`src/rtl/hsv_pixel_source.sv`:
```
// hsv_pixel_source
//
// Converts an RGB565 pixel stream into HSV for the ball colour classifier.
// Green is truncated to 5 bits so all three channels share a 0..31 scale.
// Each accepted pixel runs through a small FSM:
//   IDLE -> PREP (1 cycle) -> DIV (DIV_BITS cycles) -> EMIT (1 cycle) -> IDLE
// Two restoring dividers run side by side in DIV:
//   saturation = delta*31/mx and hue offset = |diff|*60/delta.
//
// Handshake: a pixel is taken on a rising edge where
//   pix_valid && pix_ready && href && !vsync.
// pix_ready is high only in IDLE. The producer holds r/g/b stable while
// pix_valid is high and pix_ready is low.
//
// Ports:
//   clk, rst_n        clock, asynchronous active-low reset
//   vsync             frame sync; aborts the pixel in flight, clears column
//   href              line valid; column counter clears while low
//   pix_valid         r/g/b hold a pixel
//   pix_ready         block is in IDLE and can take a pixel
//   r[4:0] g[5:0] b[4:0]  RGB565 input pixel
//   hue[8:0]          0..359 degrees
//   saturation[4:0]   0..31
//   value[4:0]        0..31
//   write             one-cycle strobe, outputs valid in this cycle
//   horiz_count[9:0]  column of the emitted pixel within its line
//
// Optional feature macro: HSV_SRC_DARK_CLAMP_EN
//   When defined, pixels with max channel < 4 emit hue=0 and saturation=0.
//   The divider still runs, so latency is unchanged.

module hsv_pixel_source #(
  parameter int DIV_BITS = 6
) (
  input  logic       clk,
  input  logic       rst_n,
  input  logic       vsync,
  input  logic       href,
  input  logic       pix_valid,
  output logic       pix_ready,
  input  logic [4:0] r,
  input  logic [5:0] g,
  input  logic [4:0] b,
  output logic [8:0] hue,
  output logic [4:0] saturation,
  output logic [4:0] value,
  output logic       write,
  output logic [9:0] horiz_count
);

  // Dividend needs 11 bits (31*60 = 1860); extra DIV_BITS of headroom hold
  // the divisor pre-shifted to its top quotient position.
  localparam int CW    = 11 + DIV_BITS;
  localparam int CNT_W = $clog2(DIV_BITS + 1);

  localparam logic [1:0] SEC_R = 2'd0;
  localparam logic [1:0] SEC_G = 2'd1;
  localparam logic [1:0] SEC_B = 2'd2;

  typedef enum logic [1:0] {
    S_IDLE = 2'd0,
    S_PREP = 2'd1,
    S_DIV  = 2'd2,
    S_EMIT = 2'd3
  } state_t;

  state_t              state_q, state_d;
  logic [4:0]          r_q, r_d, g5_q, g5_d, b_q, b_d;
  logic [9:0]          col_q, col_d;
  logic [9:0]          pix_col_q, pix_col_d;
  logic [4:0]          mx_q, mx_d;
  logic [1:0]          sector_q, sector_d;
  logic                neg_q, neg_d;
  logic                mx_zero_q, mx_zero_d;
  logic                delta_zero_q, delta_zero_d;
  logic [CW-1:0]       rem_s_q, rem_s_d, dsh_s_q, dsh_s_d;
  logic [CW-1:0]       rem_h_q, rem_h_d, dsh_h_q, dsh_h_d;
  logic [DIV_BITS-1:0] quo_s_q, quo_s_d, quo_h_q, quo_h_d;
  logic [CNT_W-1:0]    cnt_q, cnt_d;
  logic [8:0]          hue_q, hue_d;
  logic [4:0]          sat_q, sat_d;
  logic [4:0]          val_q, val_d;
  logic                write_q, write_d;
  logic [9:0]          hcount_q, hcount_d;

  logic       accept;
  logic [4:0] mx_c, mn_c, delta_c, abs_diff_c;
  logic [1:0] sector_c;
  logic       neg_c;
  logic [8:0] qh9, hue_c, base_c;
  logic [4:0] qs5, sat_c;
  logic       g_lsb_unused;

  // Green LSB is dropped by the 5-bit truncation.
  assign g_lsb_unused = g[0];

  assign pix_ready   = (state_q == S_IDLE);
  assign accept      = pix_ready && pix_valid && href && !vsync;
  assign hue         = hue_q;
  assign saturation  = sat_q;
  assign value       = val_q;
  assign write       = write_q;
  assign horiz_count = hcount_q;

  // Max/min/sector of the captured pixel; ties resolve r, then g, then b.
  always_comb begin
    mx_c       = r_q;
    mn_c       = r_q;
    sector_c   = SEC_R;
    abs_diff_c = '0;
    neg_c      = 1'b0;
    if (g5_q > mx_c) mx_c = g5_q;
    if (b_q  > mx_c) mx_c = b_q;
    if (g5_q < mn_c) mn_c = g5_q;
    if (b_q  < mn_c) mn_c = b_q;
    if (r_q >= g5_q && r_q >= b_q) begin
      sector_c = SEC_R;
      if (g5_q >= b_q) abs_diff_c = g5_q - b_q;
      else begin abs_diff_c = b_q - g5_q; neg_c = 1'b1; end
    end else if (g5_q >= b_q) begin
      sector_c = SEC_G;
      if (b_q >= r_q) abs_diff_c = b_q - r_q;
      else begin abs_diff_c = r_q - b_q; neg_c = 1'b1; end
    end else begin
      sector_c = SEC_B;
      if (r_q >= g5_q) abs_diff_c = r_q - g5_q;
      else begin abs_diff_c = g5_q - r_q; neg_c = 1'b1; end
    end
    delta_c = mx_c - mn_c;
  end

  // Final hue/saturation from the finished quotients.
  always_comb begin
    qh9 = 9'(quo_h_q);
    qs5 = 5'(quo_s_q);
    case (sector_q)
      SEC_G:   base_c = 9'd120;
      SEC_B:   base_c = 9'd240;
      default: base_c = 9'd0;
    endcase
    if (delta_zero_q)          hue_c = 9'd0;
    else if (!neg_q)           hue_c = base_c + qh9;
    else if (sector_q == SEC_R) hue_c = 9'd360 - qh9;
    else                       hue_c = base_c - qh9;
    sat_c = mx_zero_q ? 5'd0 : qs5;
`ifdef HSV_SRC_DARK_CLAMP_EN
    if (mx_q < 5'd4) begin
      hue_c = 9'd0;
      sat_c = 5'd0;
    end
`endif
  end

  // Column counter: clears outside a line or on frame sync, saturates at 1023.
  always_comb begin
    col_d = col_q;
    if (!href || vsync)                 col_d = '0;
    else if (accept && col_q != 10'd1023) col_d = col_q + 10'd1;
  end

  always_comb begin
    state_d      = state_q;
    r_d          = r_q;
    g5_d         = g5_q;
    b_d          = b_q;
    pix_col_d    = pix_col_q;
    mx_d         = mx_q;
    sector_d     = sector_q;
    neg_d        = neg_q;
    mx_zero_d    = mx_zero_q;
    delta_zero_d = delta_zero_q;
    rem_s_d      = rem_s_q;
    dsh_s_d      = dsh_s_q;
    rem_h_d      = rem_h_q;
    dsh_h_d      = dsh_h_q;
    quo_s_d      = quo_s_q;
    quo_h_d      = quo_h_q;
    cnt_d        = cnt_q;
    hue_d        = hue_q;
    sat_d        = sat_q;
    val_d        = val_q;
    hcount_d     = hcount_q;
    write_d      = 1'b0;

    if (vsync && state_q != S_IDLE) begin
      // Frame sync drops the pixel in flight without a strobe.
      state_d = S_IDLE;
    end else begin
      case (state_q)
        S_IDLE: begin
          if (accept) begin
            r_d       = r;
            g5_d      = g[5:1];
            b_d       = b;
            pix_col_d = col_q;
            state_d   = S_PREP;
          end
        end
        S_PREP: begin
          mx_d         = mx_c;
          sector_d     = sector_c;
          neg_d        = neg_c;
          mx_zero_d    = (mx_c == 5'd0);
          delta_zero_d = (delta_c == 5'd0);
          rem_s_d      = CW'(delta_c) * CW'(5'd31);
          dsh_s_d      = CW'(mx_c) << (DIV_BITS - 1);
          rem_h_d      = CW'(abs_diff_c) * CW'(6'd60);
          dsh_h_d      = CW'(delta_c) << (DIV_BITS - 1);
          quo_s_d      = '0;
          quo_h_d      = '0;
          cnt_d        = '0;
          state_d      = S_DIV;
        end
        S_DIV: begin
          // One quotient bit per cycle, MSB first; divisor shifts right.
          // A zero divisor yields garbage here, masked by the zero flags.
          if (rem_s_q >= dsh_s_q) begin
            rem_s_d = rem_s_q - dsh_s_q;
            quo_s_d = (quo_s_q << 1) | DIV_BITS'(1);
          end else begin
            quo_s_d = quo_s_q << 1;
          end
          if (rem_h_q >= dsh_h_q) begin
            rem_h_d = rem_h_q - dsh_h_q;
            quo_h_d = (quo_h_q << 1) | DIV_BITS'(1);
          end else begin
            quo_h_d = quo_h_q << 1;
          end
          dsh_s_d = dsh_s_q >> 1;
          dsh_h_d = dsh_h_q >> 1;
          cnt_d   = cnt_q + CNT_W'(1);
          if (cnt_q == CNT_W'(DIV_BITS - 1)) state_d = S_EMIT;
        end
        S_EMIT: begin
          hue_d    = hue_c;
          sat_d    = sat_c;
          val_d    = mx_q;
          hcount_d = pix_col_q;
          write_d  = 1'b1;
          state_d  = S_IDLE;
        end
        default: state_d = S_IDLE;
      endcase
    end
  end

  always_ff @(posedge clk or negedge rst_n) begin
    if (!rst_n) begin
      state_q      <= S_IDLE;
      r_q          <= '0;
      g5_q         <= '0;
      b_q          <= '0;
      col_q        <= '0;
      pix_col_q    <= '0;
      mx_q         <= '0;
      sector_q     <= SEC_R;
      neg_q        <= 1'b0;
      mx_zero_q    <= 1'b0;
      delta_zero_q <= 1'b0;
      rem_s_q      <= '0;
      dsh_s_q      <= '0;
      rem_h_q      <= '0;
      dsh_h_q      <= '0;
      quo_s_q      <= '0;
      quo_h_q      <= '0;
      cnt_q        <= '0;
      hue_q        <= '0;
      sat_q        <= '0;
      val_q        <= '0;
      write_q      <= 1'b0;
      hcount_q     <= '0;
    end else begin
      state_q      <= state_d;
      r_q          <= r_d;
      g5_q         <= g5_d;
      b_q          <= b_d;
      col_q        <= col_d;
      pix_col_q    <= pix_col_d;
      mx_q         <= mx_d;
      sector_q     <= sector_d;
      neg_q        <= neg_d;
      mx_zero_q    <= mx_zero_d;
      delta_zero_q <= delta_zero_d;
      rem_s_q      <= rem_s_d;
      dsh_s_q      <= dsh_s_d;
      rem_h_q      <= rem_h_d;
      dsh_h_q      <= dsh_h_d;
      quo_s_q      <= quo_s_d;
      quo_h_q      <= quo_h_d;
      cnt_q        <= cnt_d;
      hue_q        <= hue_d;
      sat_q        <= sat_d;
      val_q        <= val_d;
      write_q      <= write_d;
      hcount_q     <= hcount_d;
    end
  end

endmodule

```
`config.mk`:
```
export PLATFORM = sky130hd
export DESIGN_NAME = hsv_pixel_source
export DESIGN_NICKNAME = d
export VERILOG_FILES = /design/src/rtl/hsv_pixel_source.sv
export SDC_FILE = /design/constraint.sdc
export NUM_CORES = 1
export LEC_CHECK = 0
export CAP_MARGIN = 20
export CORE_MARGIN = 2
export CORE_UTILIZATION = 55
export CTS_CLUSTER_DIAMETER = 60
export DETAILED_ROUTE_END_ITERATION = 8
export PLACE_DENSITY_LB_ADDON = 0.2
export SETUP_SLACK_MARGIN = 0.1
export SKIP_CTS_REPAIR_TIMING = 1
export SYNTH_ARGS = -nofsm -noshare
export SYNTH_HDL_FRONTEND = slang
export SYNTH_SLANG_ARGS = --single-unit
```
`constraint.sdc`:
```
create_clock -name clk -period 19 [get_ports clk]
set_clock_uncertainty 0.15 [all_clocks]
set_input_delay 3.8 -clock clk [delete_from_list [all_inputs] [get_ports clk]]
set_output_delay 3.8 -clock clk [all_outputs]
set_load 0.02 [all_outputs]
```
### Word-level counts from Yosys, hierarchy flattened

Index checks and enable logic that the tools add are counted.

| storage, ports and cells | value |
|---|---|
| register bits after elaboration | 159 |
| latch bits | 0 |
| memory bits (writable) | 0 |
| ROM bits | 0 |
| bits of input ports | 21 |
| output and inout port bits | 31 |
| word-level logic and storage cells | 124 |
| memories | 0 |

| operators by class | value |
|---|---|
| add/subtract/negate cells | 14 |
| multiply operators | 2 |
| div/mod/pow operators | 0 |
| order comparisons | 10 |
| eq/ne operators | 11 |
| shifts and indexed selects | 0 |
| mux-type cells | 40 |
| bitwise gates (word level) | 1 |
| reductions and logical operators | 23 |

Operator list:

| kind | number |
|---|---|
| one-hot mux 17 bit (2 select lines) | 4 |
| two-way mux 5 bit | 10 |
| subtractor 5 bit | 7 |
| greater-or-equal comparator 17 bit | 2 |
| two-way mux 17 bit | 2 |
| subtractor 17 bit | 2 |
| two-way mux 9 bit | 3 |
| greater-or-equal comparator 5 bit | 4 |
| two-way mux 10 bit | 2 |
| one-hot mux 8 bit (2 select lines) | 1 |
| one-hot mux 6 bit (2 select lines) | 1 |
| adder 10 x 1 -> 10 bit (second input constant) | 1 |
| greater-than comparator 5 bit | 2 |
| logical NOT 5 bit | 2 |
| less-than comparator 5 bit | 2 |
| multiplier 5 x 5 -> 10 bit (second input constant) | 1 |
| two-way mux 2 bit | 5 |
| != test 10 bit (second input constant) | 1 |
| one-hot mux 5 bit (2 select lines) | 1 |
| adder 8 x 6 -> 9 bit | 1 |
| multiplier 5 x 4 -> 9 bit (second input constant) | 1 |
| two-way mux 1 bit | 9 |
| AND reduction 3 bit | 3 |
| subtractor 8 x 6 -> 9 bit | 1 |
| 17 further kinds | 33 |

### Logic depth before layout (Yosys ltp)

| logic depth | value |
|---|---|
| depth after elaboration | 7 |
| mapped depth | 34 |
| gate-level depth less buffers | 32 |

### Worst setup path before layout

OpenSTA, ideal clock, no wires.

| timing | value |
|---|---|
| kind | reg-to-reg |
| from | reg r_q[1] |
| to | reg rem_s_q[9] |
| library setup time | 0.121 ns |
| arrival | 7.134 ns |
| required time | 18.729 ns |
| setup slack | 11.594 ns |
| cell stages (with the launch flop) | 31 |
| path buffers | 1 |
| period minus slack after synthesis | 7.406 ns |
| cell sequence | dfrtp_1 -> inv_1 -> ha_1 -> nand2b_1 -> a21oi_1 -> or3_1 -> buf_2 -> nand3_1 -> and2_1 -> ha_1 -> a21oi_1 -> nor2b_1 -> o31ai_1 -> nor2_1 -> a31o_2 -> ha_1 -> fa_1 -> xor2_1 -> fa_1 -> inv_1 -> fa_1 -> inv_1 -> fa_1 -> inv_1 -> ha_1 -> a21oi_1 -> o21ai_0 -> o41ai_1 -> xnor2_1 -> o21ai_0 -> o22a_1 |

| between the ends | value |
|---|---|
| word-level cells in the longest chain between the ends | 7 |
| elaborated cells on any way between the ends | 11 |
| classes of those cells | add/sub: 1; mul: 1; order compare: 4; mux: 5 |

Ends and longest elaborated chain:

| element | RTL line | text |
|---|---|---|
| start: declaration | 68 | `logic [4:0] r_q, r_d, g5_q, g5_d, b_q, b_d;` |
| start signal: assignment | 274 | `r_q <= r_d;` |
| greater-than comparator 5 bit / less-than comparator 5 bit (equally long branches) | 112, 114 |  |
| two-way mux 5 bit, on equally long branches | 112, 114 |  |
| greater-than comparator 5 bit / less-than comparator 5 bit (equally long branches) | 113, 115 |  |
| two-way mux 5 bit, on equally long branches | 113, 115 |  |
| subtractor 5 bit (*) | 129 | `delta_c = mx_c - mn_c;` |
| multiplier 5 x 5 -> 10 bit (*) | 205 | `rem_s_d = CW'(delta_c) * CW'(5'd31);` |
| one-hot mux 17 bit (2 select lines) (*) | 189 | `case (state_q)` |
| end signal: assignment | 284 | `rem_s_q <= rem_s_d;` |
| end: declaration | 76 | `logic [CW-1:0] rem_s_q, rem_s_d, dsh_s_q, dsh_s_d;` |

Every way passes the cells marked *; elsewhere a longest branch is shown, timed or not.
A chain may end at the register's enable or synchronous reset.

### Final worst setup path

| timing | value |
|---|---|
| from | reg r_q[1] |
| to | reg rem_s_q[9] |

| between the ends | value |
|---|---|
| word-level cells in the longest chain between the ends | 7 |
| elaborated cells on any way between the ends | 11 |
| classes of those cells | add/sub: 1; mul: 1; order compare: 4; mux: 5 |

Ends and longest elaborated chain:

| element | RTL line | text |
|---|---|---|
| greater-than comparator 5 bit | 112 | `if (g5_q > mx_c) mx_c = g5_q;` |
| two-way mux 5 bit (*) | 112 |  |
| greater-than comparator 5 bit | 113 | `if (b_q > mx_c) mx_c = b_q;` |
| two-way mux 5 bit (*) | 113 |  |
| via mx_c[1] | 87 | `logic [4:0] mx_c, mn_c, delta_c, abs_diff_c;` |
| subtractor 5 bit (*) | 129 |  |
| multiplier 5 x 5 -> 10 bit (*) | 205 |  |
| one-hot mux 17 bit (2 select lines) (*) | 189 |  |

The timed path passes the listed nets; every way through them passes the cells marked *.

==> flow_metrics.tcl <==
set metrics [dict create \
    start_util 0.557 \
    wl_microns 24300 \
    core_sq_um 19400 \
    synth-seq-cells 145 \
    yosysMostFrequentCell "dfrtp_1" \
    drtIter0Drc 498 \
    holdWs_ps 325 \
    rsz0062_at_grt "false" \
    grt.total_usage 0.250 \
    fp.dieArea_sq_um 20800 \
    path_class "reg2reg" \
    cts_tree "done" \
    drive_gt1_frac 0.0900 \
    wl_met2_microns 11500 \
    synthArstFlopShare 1.00 \
    cts_made_buffers 17 \
    post_drt_via_cell_ratio 5.78 \
    pin_count 52 \
    hold_path_class "reg2reg" \
    fin_crit_sh 0.446 \
    fin_crit_ps 8470 \
    clock.fmax_mhz 118 \
    synth_warnings 0 \
    fin_nets 1367 \
    cts.sinks 145 \
    htreeDepth 4 \
    max_stage_delay_ps 710 \
    synthTopCellsByArea "dfrtp_1 34%, ha_1 13%, mux2_2 5.3%, nand2_1 4.7%, fa_1 4.1%" \
    post-synth-top-area-cell "dfrtp_1" \
    rows 51 \
    required_ps 19170 \
    slew_viol_final 0 \
    syn_inst 1169 \
    placed_cell_area_sq_um 11500 \
    first_pass_iters 5 \
    synth_edf_count 0 \
    gp_congestion 0.927 \
    synth_fp_nets 1327 \
    grt-ovfl-total 0 \
    clockBufferDepth 2 \
    start_kind "flip-flop" \
    ys_types 74 \
    die_h_microns 144 \
    netlist_top_cells_count "145 x dfrtp_1, 134 x nand2_1, 115 x ha_1" \
    synth_flop_cell "dfrtp_1" \
    syn_to_final_growth_pct 12.6 \
    nFillCells 1681 \
    antenna_cells 0 \
    grt_first_pass_wirelength_microns 41300 \
    root_buffer "clkbuf_16" \
    synth-seq-area-share 0.336 \
    worstSetupEndpointType "flip-flop" \
    crit_path_top_delay_cell "o31ai_1" \
    worst_pin_slew_ps 974 \
    wire_per_inst_microns 16.4 \
    slew-limit-headroom 0.351 \
    insertion_delay_ps 430 \
    grt_max_degree 78 \
    fin_setup_tns_ps 0 \
    drtAntennaViolNets 0 \
    cp_data_arrival_time_ps 8640 \
    yosysTopAreaCellShare 0.336 \
    hold_violations 0 \
    drv_cap 0 \
    routed.top_layer "met4" \
    port_buffers 50 \
    avgSynthCellArea_sq_um 9.25 \
    cpMostUsedCell "inv_1" \
    final_area_sq_um 12200 \
    status "finished clean" \
    antenna_found_initial 0 \
    drc_errors 0 \
    critical_path.max_fanout 12 \
    die_w_microns 144 \
    wl_met3_microns 1060 \
    wl_met1_microns 11300 \
    synthesis.area_sq_um 10800 \
    finalSetupViolCount 0 \
    vias 8600 \
    detailed_place_hpwl_microns 17700 \
    path_clk_slew_ps 70 \
    grt_pass1_vias 8357 \
]
final timing paths:
path | startpoint | end | slack, ps | cells past startpoint
setup / recovery | r_q[1] | rem_s_q[9] | 10530 | 29
hold / removal | saturation[4] | saturation[4] | 320 | 2
setup reg to reg | r_q[1] | rem_s_q[9] | 10530 | 29
hold reg to reg | saturation[4] | saturation[4] | 320 | 2
max in group asynchronous | rst_n | g5_q[1] | 14070 | 2
min in group asynchronous | rst_n | hue[3] | 3210 | 1
sequential cells by signal, summed over array words and instances (netlist names), 2 cells and up:
| register | cells |
|---|---|
| quo_h_q | 6 |
| cnt_q | 3 |
| state_q | 2 |
| value | 5 |
| horiz_count | 10 |
| dsh_s_q | 10 |
| rem_h_q | 17 |
| dsh_h_q | 10 |
| col_q | 10 |
| hue | 9 |
| rem_s_q | 17 |
| b_q | 5 |
| saturation | 5 |
| mx_q | 5 |
| pix_col_q | 10 |
| sector_q | 2 |
| quo_s_q | 5 |
| g5_q | 5 |
| r_q | 5 |
area by class of cell:
type	instances	area, sq um	area share
multi-input cells	899	6700	0.550
flip-flops and latches	145	3630	0.298
repair buffers	57	594	0.0488
clock buffers	17	425	0.0349
inverters	89	334	0.0274
well taps	265	332	0.0272
clock inverters	15	165	0.0136
worst max-delay path, delay by kind of cell, from the launching register on:
family	cells	cell delay, ps
adders and majority gates	7	3060
AOI/OAI and AO/OA	9	2640
and+or+nand+nor	6	960
DFF	1	580
buffers and inverters	5	550
xor gates and xnor gates	2	400
stage by stage:
stage / setup WS (ps) / utilization / std cells
2_1_floorplan: 11590 / - / 1169
3_3_place_gp: 10720 / 0.594 / 1452
3_5_place_dp: 10590 / 0.594 / 1452
6_report: 10530 / 0.628 / 1487
5_1_grt: 9780 / 0.628 / 1487
4_1_cts: 10550 / 0.624 / 1484
metal layers:
layer,vias up,global-route usage
li1,4247,-
met1,4141,0.337
met2,180,0.409
met3,32,0.0440
met4,0,0.0838
met5,-,0
cells by family after synthesis:
group                    share of synthesized area
multiplexers                                0.0772
AO/OA/AOI/OAI                                0.189
buffers and inverters                       0.0455
XOR/XNOR                                    0.0332
flip-flops                                   0.336
adder cells (fa/ha/maj)                      0.174
AND/OR/NAND/NOR                              0.146
cells in the final DEF, fill, tap and decap left out, types with 13 or more instances in the layout:
cell type and n:
nor3_1 18, o21a_1 14, nand3_1 22, a21o_1 20, inv_1 87, nor2_1 60, o21ai_0 85, clkdlybuf4s50_1 49
clkbuf_16 17, nand2_1 133, dfrtp_1 145, fa_1 22, a21oi_1 69, nor2b_1 13, nand2b_1 24, mux2_2 51
o31ai_1 31, a31oi_1 13, mux2i_1 26, xnor2_1 32, ha_1 115
Power is left out: the tool's default activity adds up to more than one toggle a clock period on the data nets, which glitch-free logic cannot reach.
